### config.mk
export PLATFORM = sky130hd
export DESIGN_NAME = sdram_read
export DESIGN_NICKNAME = d
export VERILOG_FILES = /design/src/rtl/sdram_read_pkg.sv /design/src/rtl/sdram_read_capture.sv /design/src/rtl/sdram_read.sv
export SDC_FILE = /design/constraint.sdc
export NUM_CORES = 1
export LEC_CHECK = 0
export BUFFER_PORTS_ARGS = -buffer_cell sky130_fd_sc_hd__buf_2
export CORE_MARGIN = 8
export CORE_UTILIZATION = 45
export CTS_BUF_LIST = sky130_fd_sc_hd__clkbuf_4
export DETAILED_ROUTE_END_ITERATION = 8
export PLACE_DENSITY = 0.76
export SLEW_MARGIN = 20
export SYNTH_ARGS = -nofsm -noshare
export SYNTH_HDL_FRONTEND = slang
export SYNTH_SLANG_ARGS = --single-unit
### constraint.sdc
create_clock -name clk -period 3 [get_ports clk]
set_clock_uncertainty 0.05 [all_clocks]
set_input_delay 0.6 -clock clk [delete_from_list [all_inputs] [get_ports clk]]
set_output_delay 0.6 -clock clk [all_outputs]
set_load 0.01 [all_outputs]
### src/rtl/sdram_read_pkg.sv
// Shared SDRAM command/timing constants and the read-engine state encoding.
// The guarded macro block is the controller-wide sdram_include set.
`ifndef SDRAM_INCLUDE_SV
`define SDRAM_INCLUDE_SV
`define SDRAM_CMD_LOAD_MODE 3'b000
`define SDRAM_CMD_REFRESH   3'b001
`define SDRAM_CMD_PRECHARGE 3'b010
`define SDRAM_CMD_ACTIVATE  3'b011
`define SDRAM_CMD_WRITE     3'b100
`define SDRAM_CMD_READ      3'b101
`define SDRAM_CMD_TERM      3'b110
`define SDRAM_CMD_NOP       3'b111
`define T_RCD       2
`define T_RP        2
`define T_WR        2
`define CAS_LATENCY 2
`endif

package sdram_read_pkg;

    localparam int DATA_W = 16;

    localparam logic [2:0] CMD_NOP  = `SDRAM_CMD_NOP;
    localparam logic [2:0] CMD_ACT  = `SDRAM_CMD_ACTIVATE;
    localparam logic [2:0] CMD_READ = `SDRAM_CMD_READ;
    localparam logic [2:0] CMD_TERM = `SDRAM_CMD_TERM;
    localparam logic [2:0] CMD_PRE  = `SDRAM_CMD_PRECHARGE;

    localparam int CAS_LATENCY_DEF = `CAS_LATENCY;
    localparam int T_RCD_DEF       = `T_RCD;
    localparam int T_RP_DEF        = `T_RP;

    typedef logic [3:0] delay_t;

    typedef enum logic [2:0] {
        ST_IDLE,
        ST_WAIT,
        ST_ACTIVATE,
        ST_READ_CMD,
        ST_READ_TOP,
        ST_READ_BOTTOM,
        ST_BURST_TERM,
        ST_PRECHARGE
    } state_t;

endpackage

### src/rtl/sdram_read_capture.sv
// CAS-latency tag pipeline and 16->32 bit half-packer for returned read data.
// A tag enters with each read slot and emerges exactly when its half is on data_in.
module sdram_read_capture
    import sdram_read_pkg::*;
#(
    parameter int CAS_LATENCY = CAS_LATENCY_DEF
) (
    input  logic                  clk,
    input  logic                  rst,
    input  logic                  slot_valid,
    input  logic                  slot_second,
    input  logic [DATA_W-1:0]     data_in,
    output logic [2*DATA_W-1:0]   fifo_data,
    output logic                  fifo_write,
    output logic                  busy
);

    logic [CAS_LATENCY-1:0] vld_p;
    logic [CAS_LATENCY-1:0] second_p;
    logic [DATA_W-1:0]      upper_p;

    always_ff @(posedge clk) begin
        if (rst) begin
            vld_p      <= '0;
            second_p   <= '0;
            upper_p    <= '0;
            fifo_data  <= '0;
            fifo_write <= 1'b0;
        end else begin
            vld_p      <= {vld_p[CAS_LATENCY-2:0], slot_valid};
            second_p   <= {second_p[CAS_LATENCY-2:0], slot_valid & slot_second};
            fifo_write <= 1'b0;
            // tag emerges: first half is held, second half completes the word
            if (vld_p[CAS_LATENCY-1]) begin
                if (second_p[CAS_LATENCY-1]) begin
                    fifo_data  <= {upper_p, data_in};
                    fifo_write <= 1'b1;
                end else begin
                    upper_p <= data_in;
                end
            end
        end
    end

    assign busy = slot_valid | (|vld_p);

endmodule

### src/rtl/sdram_read.sv
// Read-side SDRAM engine: ACTIVATE, full-page READ burst, TERM, PRECHARGE,
// split at row ends, refresh requests and FIFO back-pressure.
module sdram_read
    import sdram_read_pkg::*;
#(
    parameter int CAS_LATENCY = CAS_LATENCY_DEF,
    parameter int T_RCD       = T_RCD_DEF,
    parameter int T_RP        = T_RP_DEF
) (
    input  logic                clk,
    input  logic                rst,
    output logic [2:0]          command,
    output logic [11:0]         address,
    output logic [1:0]          bank,
    input  logic [DATA_W-1:0]   data_in,
    output logic [1:0]          data_mask,
    output logic                idle,
    input  logic                enable,
    input  logic [21:0]         app_address,
    input  logic                auto_refresh,
    output logic                wait_for_refresh,
    output logic [2*DATA_W-1:0] fifo_data,
    output logic                fifo_write,
    input  logic                fifo_ready,
    input  logic                fifo_almost_full,
    output logic                fifo_activate,
    input  logic [23:0]         fifo_size
);

    state_t      state, state_n;
    delay_t      delay, delay_n;
    logic [2:0]  command_n;
    logic [11:0] address_n;
    logic [1:0]  bank_n;
    logic [21:0] read_address, read_address_n;
    logic [23:0] words_remaining, words_remaining_n;
    logic        fifo_activate_n;
    logic        wait_for_refresh_n;
    logic        slot_valid, slot_valid_n;
    logic        slot_second, slot_second_n;
    logic        capture_busy;

    always_ff @(posedge clk) begin
        if (rst) begin
            state            <= ST_IDLE;
            delay            <= '0;
            command          <= CMD_NOP;
            address          <= '0;
            bank             <= '0;
            read_address     <= '0;
            words_remaining  <= '0;
            fifo_activate    <= 1'b0;
            wait_for_refresh <= 1'b0;
            slot_valid       <= 1'b0;
            slot_second      <= 1'b0;
        end else begin
            state            <= state_n;
            delay            <= delay_n;
            command          <= command_n;
            address          <= address_n;
            bank             <= bank_n;
            read_address     <= read_address_n;
            words_remaining  <= words_remaining_n;
            fifo_activate    <= fifo_activate_n;
            wait_for_refresh <= wait_for_refresh_n;
            slot_valid       <= slot_valid_n;
            slot_second      <= slot_second_n;
        end
    end

    always_comb begin
        state_n            = state;
        delay_n            = delay;
        command_n          = CMD_NOP;
        address_n          = address;
        bank_n             = bank;
        read_address_n     = read_address;
        words_remaining_n  = words_remaining;
        fifo_activate_n    = fifo_activate;
        wait_for_refresh_n = wait_for_refresh;
        slot_valid_n       = 1'b0;
        slot_second_n      = 1'b0;

        if (delay != '0) begin
            delay_n = delay - delay_t'(1);
        end else begin
            wait_for_refresh_n = 1'b0;
            case (state)
                ST_IDLE: begin
                    wait_for_refresh_n = 1'b1;
                    if (enable && fifo_ready) begin
                        read_address_n    = app_address;
                        words_remaining_n = fifo_size;
                        fifo_activate_n   = 1'b1;
                        state_n           = ST_WAIT;
                    end
                end
                ST_WAIT: begin
                    if (auto_refresh) begin
                        wait_for_refresh_n = 1'b1;
                    end else if (words_remaining == '0) begin
                        fifo_activate_n = 1'b0;
                        state_n         = ST_IDLE;
                    end else if (!fifo_almost_full) begin
                        state_n = ST_ACTIVATE;
                    end
                end
                ST_ACTIVATE: begin
                    if (auto_refresh) begin
                        state_n = ST_WAIT;
                    end else begin
                        command_n = CMD_ACT;
                        bank_n    = read_address[21:20];
                        address_n = read_address[19:8];
                        delay_n   = delay_t'(T_RCD);
                        state_n   = ST_READ_CMD;
                    end
                end
                ST_READ_CMD: begin
                    command_n    = CMD_READ;
                    address_n    = {4'b0000, read_address[7:0]};
                    slot_valid_n = 1'b1;
                    state_n      = ST_READ_BOTTOM;
                end
                ST_READ_TOP: begin
                    slot_valid_n = 1'b1;
                    state_n      = ST_READ_BOTTOM;
                end
                ST_READ_BOTTOM: begin
                    slot_valid_n      = 1'b1;
                    slot_second_n     = 1'b1;
                    read_address_n    = read_address + 22'd2;
                    words_remaining_n = words_remaining - 24'd1;
                    // only stop on a word boundary: this is the second-half slot
                    if (words_remaining_n == '0 || read_address_n[7:0] == 8'h00 ||
                        auto_refresh || fifo_almost_full)
                        state_n = ST_BURST_TERM;
                    else
                        state_n = ST_READ_TOP;
                end
                ST_BURST_TERM: begin
                    command_n = CMD_TERM;
                    delay_n   = delay_t'(CAS_LATENCY);
                    state_n   = ST_PRECHARGE;
                end
                ST_PRECHARGE: begin
                    command_n = CMD_PRE;
                    delay_n   = delay_t'(T_RP);
                    state_n   = ST_WAIT;
                end
                default: begin
                    state_n = ST_IDLE;
                end
            endcase
        end
    end

    sdram_read_capture #(
        .CAS_LATENCY (CAS_LATENCY)
    ) u_capture (
        .clk         (clk),
        .rst         (rst),
        .slot_valid  (slot_valid),
        .slot_second (slot_second),
        .data_in     (data_in),
        .fifo_data   (fifo_data),
        .fifo_write  (fifo_write),
        .busy        (capture_busy)
    );

    assign data_mask = 2'b00;
    assign idle      = (delay == '0) && (state == ST_IDLE || state == ST_WAIT) && !capture_busy;

endmodule

After elaboration in Yosys (flattened, before gate mapping)

Index checks and enable logic that the tools add are counted.

Bits in registers: 127
Output and inout port bits: 55

Add/subtract/negate cells: 3
Equality and inequality tests: 13
Multiplexer cells: 27
Bitwise logic cells: 6
Reductions and logical operators: 32

Operator list:

| cell                  | number |
|---|---|
| $logic_not 24->1      | 2 |
| $pmux 24 s2           | 1 |
| $pmux 22 s2           | 1 |
| $mux 24               | 1 |
| $pmux 12 s2           | 1 |
| $sub 24x1->24 const B | 1 |
| $add 22x2->22 const B | 1 |
| $mux 22               | 1 |
| $pmux 3 s7            | 1 |
| $mux 3                | 5 |
| $eq 3x3->1 const B    | 4 |
| $mux 12               | 1 |
| $pmux 3 s4            | 1 |
| $reduce_or 2->1       | 5 |
| $reduce_and 3->1      | 3 |
| $logic_not 8->1       | 1 |
| $mux 4                | 2 |
| $ne 2x2->1 const B    | 4 |
| $pmux 4 s2            | 1 |
| $mux 1                | 7 |
| $eq 3x2->1 const B    | 2 |
| $ne 3x3->1 const B    | 2 |
| $reduce_and 2->1      | 3 |
| $reduce_bool 2->1     | 3 |
| other kinds (17)      | 27 |

Logic depth before layout (Yosys ltp)

Gate-level depths: netlist of run 1.

Word-level depth: 7
Gate-level depth with buffers: 10
Mapped depth without buffers: 9

Hierarchy

Synthesis of run 1 repeated with hierarchy kept, for this count alone.

Cell total of the unflattened synthesis: 787
Area total of the unflattened synthesis: 6505.0 µm²

Modules (own cells, without submodules):

| module             | times used | cells an instance | area each (µm²) |
|---|---|---|---|
| sdram_read         | 1          | 600               | 4405.5 |
| sdram_read_capture | 1          | 187               | 2099.5 |

Worst setup path after synthesis of run 1

OpenSTA, ideal clock, no wires.

Path type: register to register
Start point: register words_remaining[0]
End point: register state[1]
Setup time: 0.119 ns
Arrival time: 2.584 ns
Setup slack: 0.248 ns
Cell stages (with the launch flop): 9
Path buffers: 0
Period minus slack after synthesis: 2.752 ns
Cells stage by stage: dfxtp_1 > inv_1 > ha_1 > or4b_4 > nor4_4 > nand3_2 > o41a_1 > or4_1 > o221a_1

Cells in the longest elaborated chain, start to end: 7

RTL lines:

| item                           | line              | source |
|---|---|---|
| start: declaration             | sdram_read.sv:36  | `logic [23:0] words_remaining, words_remaining_n;` |
| start signal: assignment       | sdram_read.sv:63  | `words_remaining <= words_remaining_n;` |
| $sub 24x1->24                  | sdram_read.sv:133 | `words_remaining_n = words_remaining - 24'd1;` |
| $logic_not 24->1               | sdram_read.sv:135 | `if (words_remaining_n == '0 \|\| read_address_n[7:0] == 8'h00 \|\|` |
| $logic_or 1x1->1 (2 in series) | sdram_read.sv:135 |  |
| $logic_or 1x1->1               | sdram_read.sv:136 | `auto_refresh \|\| fifo_almost_full)` |
| $mux 2                         | sdram_read.sv:135 |  |
| $pmux 3 s7                     | sdram_read.sv:88  | `case (state)` |
| end signal: assignment         | sdram_read.sv:57  | `state <= state_n;` |
| end: declaration               | sdram_read.sv:30  | `state_t state, state_n;` |

Parallel ways exist; a longest one is shown, timed or not. The select of a mux whose other input is x is not followed.
A chain may end at the register's enable or synchronous reset.

Final worst setup path of run 1

Start point: register words_remaining[1]
End point: register state[1]

Same word-level chain as after synthesis.

==> results by group, run 1 <==
Outcome
  – Status: completed

Setup path
  – Reg2reg path depth: 9
  – Worst Setup Path Type: reg2reg
  – Crit-path max FO: 5
  – Reg2reg start: words_remaining[1]
  – R2R setup slack: ~0.13 ns
  – Critical Path Source Type: flip-flop
  – CP Data Required Time: approximately 3.4 ns
  – Worst reg2reg endpoint: state[1]
  – Nature of the critical path endpoint: flip-flop
  – CP arrival: roughly 3.3 ns

Layout
  – Multi-input gate area: 3320 µm²
  – Finished Layout Cells: between 1,000 and 1,500
  – Share of cells above drive strength 1: 0.196
  – Commonest cells after routing, fill and taps aside: 151 x nand2_1, 127 x dfxtp_1, 119 x buf_2
  – Final cell utilization of the core: 0.541
  – Cell area after layout: between 7000 and 8000 µm²
  – Layout overhead on the synthesized area: 17.2%
  – Final #Nets: 994
  – Register area: 2540 µm²
  – Fill cells: 1,278
  – Commonest non-fill, non-tap cell in the layout: nand2_1
  – ANT cells: 0

Die
  – Die ar.: about 18,000 µm²
  – Core Region: 13,300 µm²
  – Chip width: 133 µm
  – FP Rows: 42
  – Die Y-Extent: approximately 130 µm
  – I/O pin count: ~120
  – Starting Density: 0.462

Placement
  – Placed cell count: between 1,000 and 1,500
  – Detailed Place HPWL: around 12 mm
  – Port-buffer cells: 120
  – Placed instance area: 6900 µm²
  – Placer congestion estimate: between 0.8 and 0.9

Clock network
  – PostCTS Resize Cnt: 0
  – Setup Buffers After CTS: 0
  – CTS max path bufs: 2
  – Worst-skew pair later-pin latency: roughly 0.54 ns
  – Clock buffer count from CTS: 17
  – CTS tree: built
  – CTS hold repair buffers: 0
  – Clk slew on worst S/H paths: approximately 0.13 ns
  – H-Tree Depth: 4
  – Clk sinks: 127
  – Clock root cell: clkbuf_4

Pwr
  – Switch Pwr: between 0.0015 and 0.002 W
  – Worst ir drop on vdd: roughly 0.35 mV
  – Clk pwr share: 0.255
  – Sw frac: 0.373
  – Design Power: between 0.004 and 0.005 W
  – Sequential share of power: 0.425
  – Pwr/cell area: approximately 650 nW/µm²
  – Int Pwr: 0.00295 W
  – Gate power share: 0.320
  – Pleak: around 2.8 nW

GRT
  – Global Route met1 Usage: 0.243
  – Initial antenna violation count: 0
  – Largest net degree at the start of global routing: between 80 and 90
  – Global routing's busiest layer: met2
  – Vias in the first global route: around 5,500
  – Met2 usage: 0.279
  – Overall Global Routing Usage: 0.185
  – Met3 Use GR: 0.0545
  – First-pass GRT wire length: around 27 mm
  – Aggregate global routing overflow: 0

Hold path
  – Hold Path Sink: u_capture.upper_p[2]
  – Class of the tightest hold or removal check: in2reg
  – Hold depth: 3
  – Worst Min Path Start: data_in[2]

Route
  – Starting DRC count in detailed routing: ~550
  – # DRC: 0
  – Routed Wire Length: 16.7 mm
  – Total number of vias: about 6,000
  – DRT Pass-1 Iters: 6
  – Antenna-violating nets left: 0
  – Drt wl/cell: ~15 µm
  – Vias per inst: 5.52

Timing
  – Final setup vio count: 0
  – F_max: 0.348 GHz
  – Max Slew Vio Count: 0
  – Slew HR: 0.541
  – Final hold viol count: 0
  – Final min period: 2.87 ns
  – Setup TNS Final: 0 ns
  – RSZ-0062 raised after global routing: no
  – Slew @ Worst Pin: around 0.69 ns
  – Tcrit/Tclk final: 0.958

Yosys
  – Synth Flop Type: dfxtp_1
  – Async SR Flop Fraction: 0
  – Mapped Cells: a little over 800
  – YS warnings: 0
  – Post-Syn Area per Cell: between 7 and 8 µm²
  – Netlist cell types: 56
  – Number of synthesized flops with an enable pin: 0
  – Synth Register Bits: 127
  – Post-synthesis sequential area ratio: 0.414
  – Post-synthesis cell area: slightly above 6000 µm²

Job
  – Max_cap viols: 0
-- cell usage after synthesis (2+ instances only) --
cell type | n | share of area
nand4b_1 | 2 | 0.0029
dfxtp_1 | 127 | 0.41
a31oi_1 | 8 | 0.0082
nor2_1 | 104 | 0.064
a211oi_1 | 24 | 0.029
or4_1 | 3 | 0.0037
inv_1 | 8 | 0.0049
nand2b_1 | 8 | 0.0082
nor3_1 | 25 | 0.020
nor3b_1 | 2 | 0.0024
or3_1 | 11 | 0.011
nand2_1 | 153 | 0.094
o31ai_1 | 6 | 0.0073
a21oi_1 | 113 | 0.092
nand4_1 | 9 | 0.0092
and2_1 | 4 | 0.0041
o21ai_0 | 47 | 0.038
clkbuf_1 | 57 | 0.035
nand3_1 | 16 | 0.013
ha_1 | 4 | 0.0082
a311oi_1 | 2 | 0.0029
xnor2_1 | 4 | 0.0057
o41ai_1 | 2 | 0.0029
buf_4 | 3 | 0.0037
nand3b_1 | 8 | 0.0098
a2bb2oi_1 | 3 | 0.0043
nor2b_1 | 5 | 0.0051
mux2i_1 | 12 | 0.020
o22ai_1 | 6 | 0.0061
a22oi_1 | 11 | 0.013
buf_2 | 4 | 0.0033
and3_1 | 5 | 0.0051
nor4_1 | 11 | 0.011
-- routing by layer --
metal  up-vias  part of all wire
li1       3097                 -
met1      2773              0.45
met2       233              0.45
met3        27             0.082
met4         0             0.016
met5         -                 0
-- through the flow --
| stage | setup slack [ns] | hold slack [ns] |
|---|---|---|
| floorplan | 0.248 | 0.356 |
| global placement | 0.239 | 0.360 |
| detailed placement | 0.149 | 0.366 |
| CTS | 0.126 | 0.195 |
| global route | 0.0652 | 0.197 |
| finish | 0.127 | 0.233 |
-- critical path, cell delays in order, from the launching register on --
cell and delay, ns:
dfxtp_1 0.34, inv_1 0.13, ha_1 0.19, or4b_4 0.51
or4_2 0.57, nor2_1 0.13, mux2i_1 0.20, nand4_1 0.11
nor4_1 0.37, o221a_1 0.23
-- logic make-up (layout without fill, tap and decap cells) --
family / Yosys count / count (layout) / share of synthesized area
and+or+nand+nor: 377 / 377 / 0.285
adders and majority gates: 4 / 4 / 0.00816
muxes: 12 / 12 / 0.0196
other: 1 / 2 / 0.000611
AOI/OAI and AO/OA: 230 / 230 / 0.216
xor gates and xnor gates: 5 / 5 / 0.00714
buffers and inverters: 74 / 178 / 0.0493
DFF: 127 / 127 / 0.414
-- registers in the layout, indices dropped and copies added, names as in the netlist, 3 cells and up --
name,count
command,3
read_address,22
delay,4
address,12
u_capture.upper_p,16
u_capture.fifo_data,32
words_remaining,24
state,3
-- area by class of cell --
type,count,area share
Multi-Input combinational cell,630,0.462
Sequential cell,127,0.353
Timing Repair Buffer,138,0.110
Tap cell,176,0.0306
Clock inverter,15,0.0224
Clock buffer,17,0.0177
Inverter,8,0.00417
-- worst max-delay path by stage --
| stage | startpoint | depth (start not counted) | end | slack, ns |
|---|---|---|---|---|
| after floorplan | words_remaining[0] | 8 | state[1] | 0.25 |
| after global placement | words_remaining[1] | 9 | state[1] | 0.24 |
| after detailed placement | words_remaining[1] | 9 | state[1] | 0.15 |
| after CTS | words_remaining[1] | 9 | state[1] | 0.13 |
| after global routing | words_remaining[1] | 9 | state[1] | 0.07 |
| final | words_remaining[1] | 9 | state[1] | 0.13 |
-- power groups by stage --
stage                     clock [W]  combinational (W)  sequential (W)
after floorplan                   0            0.00109         0.00197
after global placement            0            0.00147         0.00203
after detailed placement          0            0.00148         0.00203
after CTS                   0.00123            0.00150         0.00199
after global routing        0.00131            0.00167         0.00202
final                       0.00120            0.00151         0.00200
Note: power is estimated with default switching activity, not from simulation.
==> run 2, diff against run 1 <==
- CORE_UTILIZATION: 45 -> 57
- PLACE_DENSITY: 0.76 -> 0.91
- SETUP_SLACK_MARGIN: default -> 0.4
==> run 2 against run 1 <==
Against the previous run:
- clock power up 18%
- global-route usage up 4.3 points
- register-to-register slack better by 0.21 ns
- combinational power up 11%
- final cell count down 2.8%
- power up 8.7%
==> results by group, run 2 (same netlist as run 1, synthesis figures left out) <==
Route
  – # DRC: 0 (unchanged)
  – Drt wl/cell: 15.7 µm (was 15.0 µm)
  – DRT Pass-1 Iters: 5 (was 6)
  – Total number of vias: 6,366 (was 6,130)
  – Vias per inst: 5.89 (was 5.52)
  – Antenna-violating nets left: 0 (unchanged)
  – Starting DRC count in detailed routing: 736 (was 548)
  – Routed Wire Length: 16.9 mm (was 16.7 mm)

Setup path
  – CP arrival: 3.05 ns (was 3.32 ns)
  – Crit-path max FO: 5 (unchanged)
  – Critical Path Source Type: flip-flop (unchanged)
  – Buf+Inv Stages, Crit Path: 1 (unchanged)
  – CP Data Required Time: 3.38 ns (was 3.44 ns)
  – CP max stage cell: or4b_4 (was or4_2)
  – CP top delay family: simple AND/OR/NAND/NOR gates (unchanged)
  – Worst path cell trace: inv_4 > ha_4 > or4b_4 > nor4_4 > nand3_2 > o41a_1 > or4_1 > o221a_1 (was inv_1 > ha_1 > or4b_4 > or4_2 > nor2_1 > mux2i_1 > nand4_1 > nor4_1 > o221a_1)
  – CP peak stage delay: 0.50 ns (was 0.57 ns)
  – Worst Setup Path Type: reg2reg (unchanged)
  – Nature of the critical path endpoint: flip-flop (unchanged)

Placement
  – Detailed Place HPWL: 11.5 mm (was 11.6 mm)
  – Placed instance area: 6830 µm² (was 6900 µm²)
  – Port-buffer cells: 120 (unchanged)
  – Placer congestion estimate: 0.928 (was 0.877)

Timing
  – Final hold viol count: 0 (unchanged)
  – Tcrit/Tclk final: 0.888 (was 0.958)
  – Final setup vio count: 0 (unchanged)
  – F_max: 0.375 GHz (was 0.348 GHz)
  – Max Slew Vio Count: 0 (unchanged)
  – Slew @ Worst Pin: 1.09 ns (was 0.689 ns)
  – Final min period: 2.67 ns (was 2.87 ns)
  – Setup TNS Final: 0 ns (unchanged)
  – RSZ-0062 raised after global routing: yes (was no)
  – Slew HR: 0.274 (was 0.541)

Layout
  – ANT cells: 0 (unchanged)
  – Multi-input gate area: 3420 µm² (was 3320 µm²)
  – Share of cells above drive strength 1: 0.217 (was 0.196)
  – Fill cells: 880 (was 1,278)
  – Final cell utilization of the core: 0.691 (was 0.541)
  – Register area: 2550 µm² (was 2540 µm²)
  – Max FFs per register: 32 (unchanged)
  – Commonest cells after routing, fill and taps aside: 150 x nand2_1, 124 x dfxtp_1, 119 x buf_2 (was 151 x nand2_1, 127 x dfxtp_1, 119 x buf_2)
  – Commonest non-fill, non-tap cell in the layout: nand2_1 (unchanged)
  – Final #Nets: 999 (was 994)
  – Layout overhead on the synthesized area: 19.9% (was 17.2%)
  – Cell area after layout: 7360 µm² (was 7190 µm²)
  – Register name with the most flops: u_capture.fifo_data (unchanged)
  – Largest registers: u_capture.fifo_data: 32 flops, words_remaining: 24 flops, read_address: 22 flops (unchanged)

Pwr
  – Worst ir drop on vdd: 0.393 mV (was 0.346 mV)
  – Pleak: 2.89 nW (was 2.82 nW)
  – Design Power: 0.00511 W (was 0.00470 W)
  – Pwr/cell area: 694 nW/µm² (was 654 nW/µm²)

Clock network
  – CTS tree: built (unchanged)
  – Worst-skew pair later-pin latency: 0.53 ns (was 0.54 ns)
  – Clock root cell: clkbuf_4 (unchanged)
  – Clk slew on worst S/H paths: 0.12 ns (was 0.13 ns)
  – CTS max path bufs: 2 (unchanged)
  – Clk sinks: 127 (unchanged)
  – Clock buffer count from CTS: 17 (unchanged)
  – H-Tree Depth: 4 (unchanged)

GRT
  – Initial antenna violation count: 0 (unchanged)
  – Largest net degree at the start of global routing: 99 (was 85)
  – First-pass GRT wire length: 27.6 mm (was 27.3 mm)
  – Overall Global Routing Usage: 0.229 (was 0.185)
  – Aggregate global routing overflow: 0 (unchanged)
  – Vias in the first global route: 5,877 (was 5,540)

Die
  – FP Rows: 38 (was 42)
  – Chip width: 120 µm (was 133 µm)
  – Die Y-Extent: 120 µm (was 133 µm)
  – Starting Density: 0.576 (was 0.462)
  – Die ar.: 14,300 µm² (was 17,600 µm²)
  – Core Region: 10,700 µm² (was 13,300 µm²)
  – I/O pin count: 123 (unchanged)

Job
  – Max_cap viols: 0 (unchanged)

Outcome
  – Status: completed (unchanged)

Hold path
  – Class of the tightest hold or removal check: in2reg (unchanged)
-- run 2: timing repair --
action,CTS,global route
resized for setup,8,21
endpoints found under the setup margin,3,31
hold buffers,0,0
pin swaps,0,4
setup buffers,2,5
-- run 2: metrics by stage --
stage	hold WS [ns]	std cells	setup slack, ns
2_1_floorplan	0.356	831	0.248
6_report	0.247	1080	0.335
3_5_place_dp	0.380	1041	0.0621
3_3_place_gp	0.363	1041	0.205
5_1_grt	0.207	1080	0.256
4_1_cts	0.206	1075	0.267
-- run 2: layer usage --
metal | part of all wire | global-route usage | wire length (µm) | vias up
met4 | 0.026 | 0.112 | 442 | 0
met1 | 0.42 | 0.276 | 7070 | 2898
li1 | - | - | - | 3107
met3 | 0.085 | 0.0629 | 1440 | 50
met5 | 0 | 0 | 0 | -
met2 | 0.47 | 0.370 | 7980 | 311
-- run 2: final timing paths --
| check | startpoint | endpoint | slack [ns] | cells past startpoint |
|---|---|---|---|---|
| hold reg to reg | u_capture.upper_p[7] | u_capture.fifo_data[23] | 0.40 | 2 |
| setup reg to reg | words_remaining[1] | state[1] | 0.33 | 8 |
| hold / removal | data_in[2] | u_capture.upper_p[2] | 0.25 | 3 |
| setup / recovery | words_remaining[1] | state[1] | 0.33 | 8 |
-- run 2: layout make-up --
cell class / count / share of cell area
multi-input combinational: 630 / 0.465
sequential: 127 / 0.347
timing repair buffer: 143 / 0.113
clock inverter: 15 / 0.0301
tap: 140 / 0.0238
clock buffer: 17 / 0.0173
inverter: 8 / 0.00476
-- run 2: power breakdown --
group	switching (W)	internal [W]
Clock	0.000715	0.000692
Sequential	0.000206	0.00182
Combinational	0.000963	0.000710
-- run 2: worst min-delay path, delay by kind of cell --
kind / cells / cell delay, ns
buf+inv: 1 / 0.10
simple gates: 1 / 0.05
compound gates: 1 / 0.05
==> run 3, diff against run 2 <==
- RECOVER_POWER: default -> 25
==> run 3 against run 2 <==
Against the previous run:
- the run now ends with capacitance limit, slew limit left
- worst setup slack better by 0.019 ns
- fmax grew 0.70%
- combinational power is essentially flat
- global-route usage did not move
- final cell count stayed put
- critical path type unchanged
==> results by group, run 3 (same netlist as run 1, synthesis figures left out) <==
Setup path
  – Reg2reg start: words_remaining[1] (unchanged)
  – Nature of the critical path endpoint: flip-flop (unchanged)
  – CP Data Required Time: 3.38 ns (about the same)
  – Critical path startpoint: words_remaining[1] (unchanged)
  – Worst Setup Path Type: reg2reg (unchanged)
  – Critical Path Source Type: flip-flop (unchanged)
  – Crit-path max FO: 5 (unchanged)
  – CP arrival: 3.03 ns (was 3.05 ns)

GRT
  – Overall Global Routing Usage: 0.229 (unchanged)
  – Aggregate global routing overflow: 0 (unchanged)
  – Initial antenna violation count: 0 (unchanged)
  – First-pass GRT wire length: 27.6 mm (unchanged)
  – Vias in the first global route: 5,877 (unchanged)
  – Largest net degree at the start of global routing: 99 (unchanged)

Hold path
  – Worst Min Path Start: data_in[2] (unchanged)
  – Class of the tightest hold or removal check: in2reg (unchanged)

Layout
  – Layout overhead on the synthesized area: 19.4% (was 19.9%)
  – Final #Nets: 999 (unchanged)
  – Finished Layout Cells: 1,080 (unchanged)
  – ANT cells: 0 (unchanged)
  – Share of cells above drive strength 1: 0.205 (was 0.217)
  – Largest registers: u_capture.fifo_data: 32 flops, words_remaining: 24 flops, read_address: 22 flops (unchanged)
  – Commonest cells after routing, fill and taps aside: 150 x nand2_1, 124 x dfxtp_1, 110 x a21oi_1 (was 150 x nand2_1, 124 x dfxtp_1, 119 x buf_2)
  – Register name with the most flops: u_capture.fifo_data (unchanged)
  – Max FFs per register: 32 (unchanged)
  – Cell area after layout: 7330 µm² (was 7360 µm²)
  – Commonest non-fill, non-tap cell in the layout: nand2_1 (unchanged)

Die
  – Starting Density: 0.576 (unchanged)
  – Die ar.: 14,300 µm² (unchanged)
  – FP Rows: 38 (unchanged)
  – Die Y-Extent: 120 µm (unchanged)
  – I/O pin count: 123 (unchanged)
  – Chip width: 120 µm (unchanged)
  – Core Region: 10,700 µm² (unchanged)

Placement
  – Placed cell count: 1,041 (unchanged)
  – Detailed Place HPWL: 11.5 mm (unchanged)
  – Placed instance area: 6830 µm² (unchanged)
  – Placer congestion estimate: 0.928 (unchanged)
  – Port-buffer cells: 120 (unchanged)

Timing
  – F_max: 0.378 GHz (was 0.375 GHz)
  – Setup TNS Final: 0 ns (unchanged)
  – RSZ-0062 raised after global routing: yes (unchanged)
  – Slew HR: -0.369 (was 0.274)
  – Max Slew Vio Count: 99 (was 0)
  – Slew @ Worst Pin: 2.05 ns (was 1.09 ns)
  – Final setup vio count: 0 (unchanged)
  – Final hold viol count: 0 (unchanged)
  – Tcrit/Tclk final: 0.882 (was 0.888)
  – Final min period: 2.65 ns (was 2.67 ns)

Route
  – Drt wl/cell: 15.8 µm (was 15.7 µm)
  – Starting DRC count in detailed routing: 690 (was 736)
  – Total number of vias: 6,388 (was 6,366)
  – DRT Pass-1 Iters: 7 (was 5)
  – Antenna-violating nets left: 0 (unchanged)
  – # DRC: 0 (unchanged)
  – Vias per inst: 5.91 (was 5.89)
  – Routed Wire Length: 17.0 mm (was 16.9 mm)

Outcome
  – Status: finished, violations left (was completed)
  – Failing checks: capacitance limit, slew limit

Clock network
  – Clock root cell: clkbuf_4 (unchanged)
  – Worst-skew pair later-pin latency: 0.54 ns (was 0.53 ns)
  – Clock buffer count from CTS: 17 (unchanged)
  – Clk sinks: 127 (unchanged)
  – Clk slew on worst S/H paths: 0.12 ns (about the same)
  – H-Tree Depth: 4 (unchanged)
  – CTS max path bufs: 2 (unchanged)
  – CTS tree: built (unchanged)

Pwr
  – Worst ir drop on vdd: 0.394 mV (was 0.393 mV)
  – Pwr/cell area: 697 nW/µm² (was 694 nW/µm²)
  – Pleak: 2.85 nW (was 2.89 nW)

Job
  – Max_cap viols: 1 (was 0)
[run 3: timing repair]
action	in CTS	in global routing
buffers inserted	2	5
gates cloned	0	0
setup endpoints to repair	3	31
hold buffers	0	0
resized for setup	8	21
pin swaps	0	4
[run 3: cell type report]
cell class	instances	area [µm²]
Clock buffer	17	128
Fill cell	886	3320
Sequential cell	127	2550
Clock inverter	15	221
Timing Repair Buffer	143	798
Tap cell	140	175
Inverter	8	35.0
Multi-Input combinational cell	630	3420
[run 3: power breakdown]
| group | internal [W] | switching, W | total [W] | leakage (nW) |
|---|---|---|---|---|
| combinational | 0.000708 | 0.000963 | 0.00167 | 1.63 |
| clock | 0.000692 | 0.000714 | 0.00141 | 0.186 |
| sequential | 0.00182 | 0.000206 | 0.00203 | 1.03 |
| total | 0.00322 | 0.00188 | 0.00511 | 2.85 |
[run 3: path summary, 6_finish.rpt]
path / end / slack (ns) / depth (start not counted)
worst max-delay path: state[1] / 0.35 / 8
worst min-delay path: u_capture.upper_p[2] / 0.24 / 3
worst max register to register: state[1] / 0.35 / 8
worst min register to register: u_capture.fifo_data[23] / 0.40 / 2
[run 3: layer usage]
layer / vias up / routed length, µm / track usage
li1: 3114 / - / -
met1: 2912 / 6980 / 0.276
met2: 321 / 8060 / 0.370
met3: 41 / 1560 / 0.0629
met4: 0 / 430 / 0.112
met5: - / 0 / 0
[run 3: through the flow]
stage,power [W],hold slack [ns],setup WS [ns],util
final,0.00511,0.243,0.353,0.688
after floorplan,0.00306,0.356,0.248,-
after global placement,0.00346,0.363,0.205,0.642
after CTS,0.00495,0.206,0.267,0.679
after detailed placement,0.00350,0.380,0.0621,0.642
after global routing,0.00538,0.207,0.256,0.688
[run 3: worst max-delay path, stage by stage (launching register included)]
cell     delay (ns)
dfxtp_4        0.38
inv_4          0.07
ha_4           0.12
or4b_4         0.50
nor4_4         0.24
nand3_2        0.14
o41a_1         0.36
or4_1          0.42
o221a_1        0.27
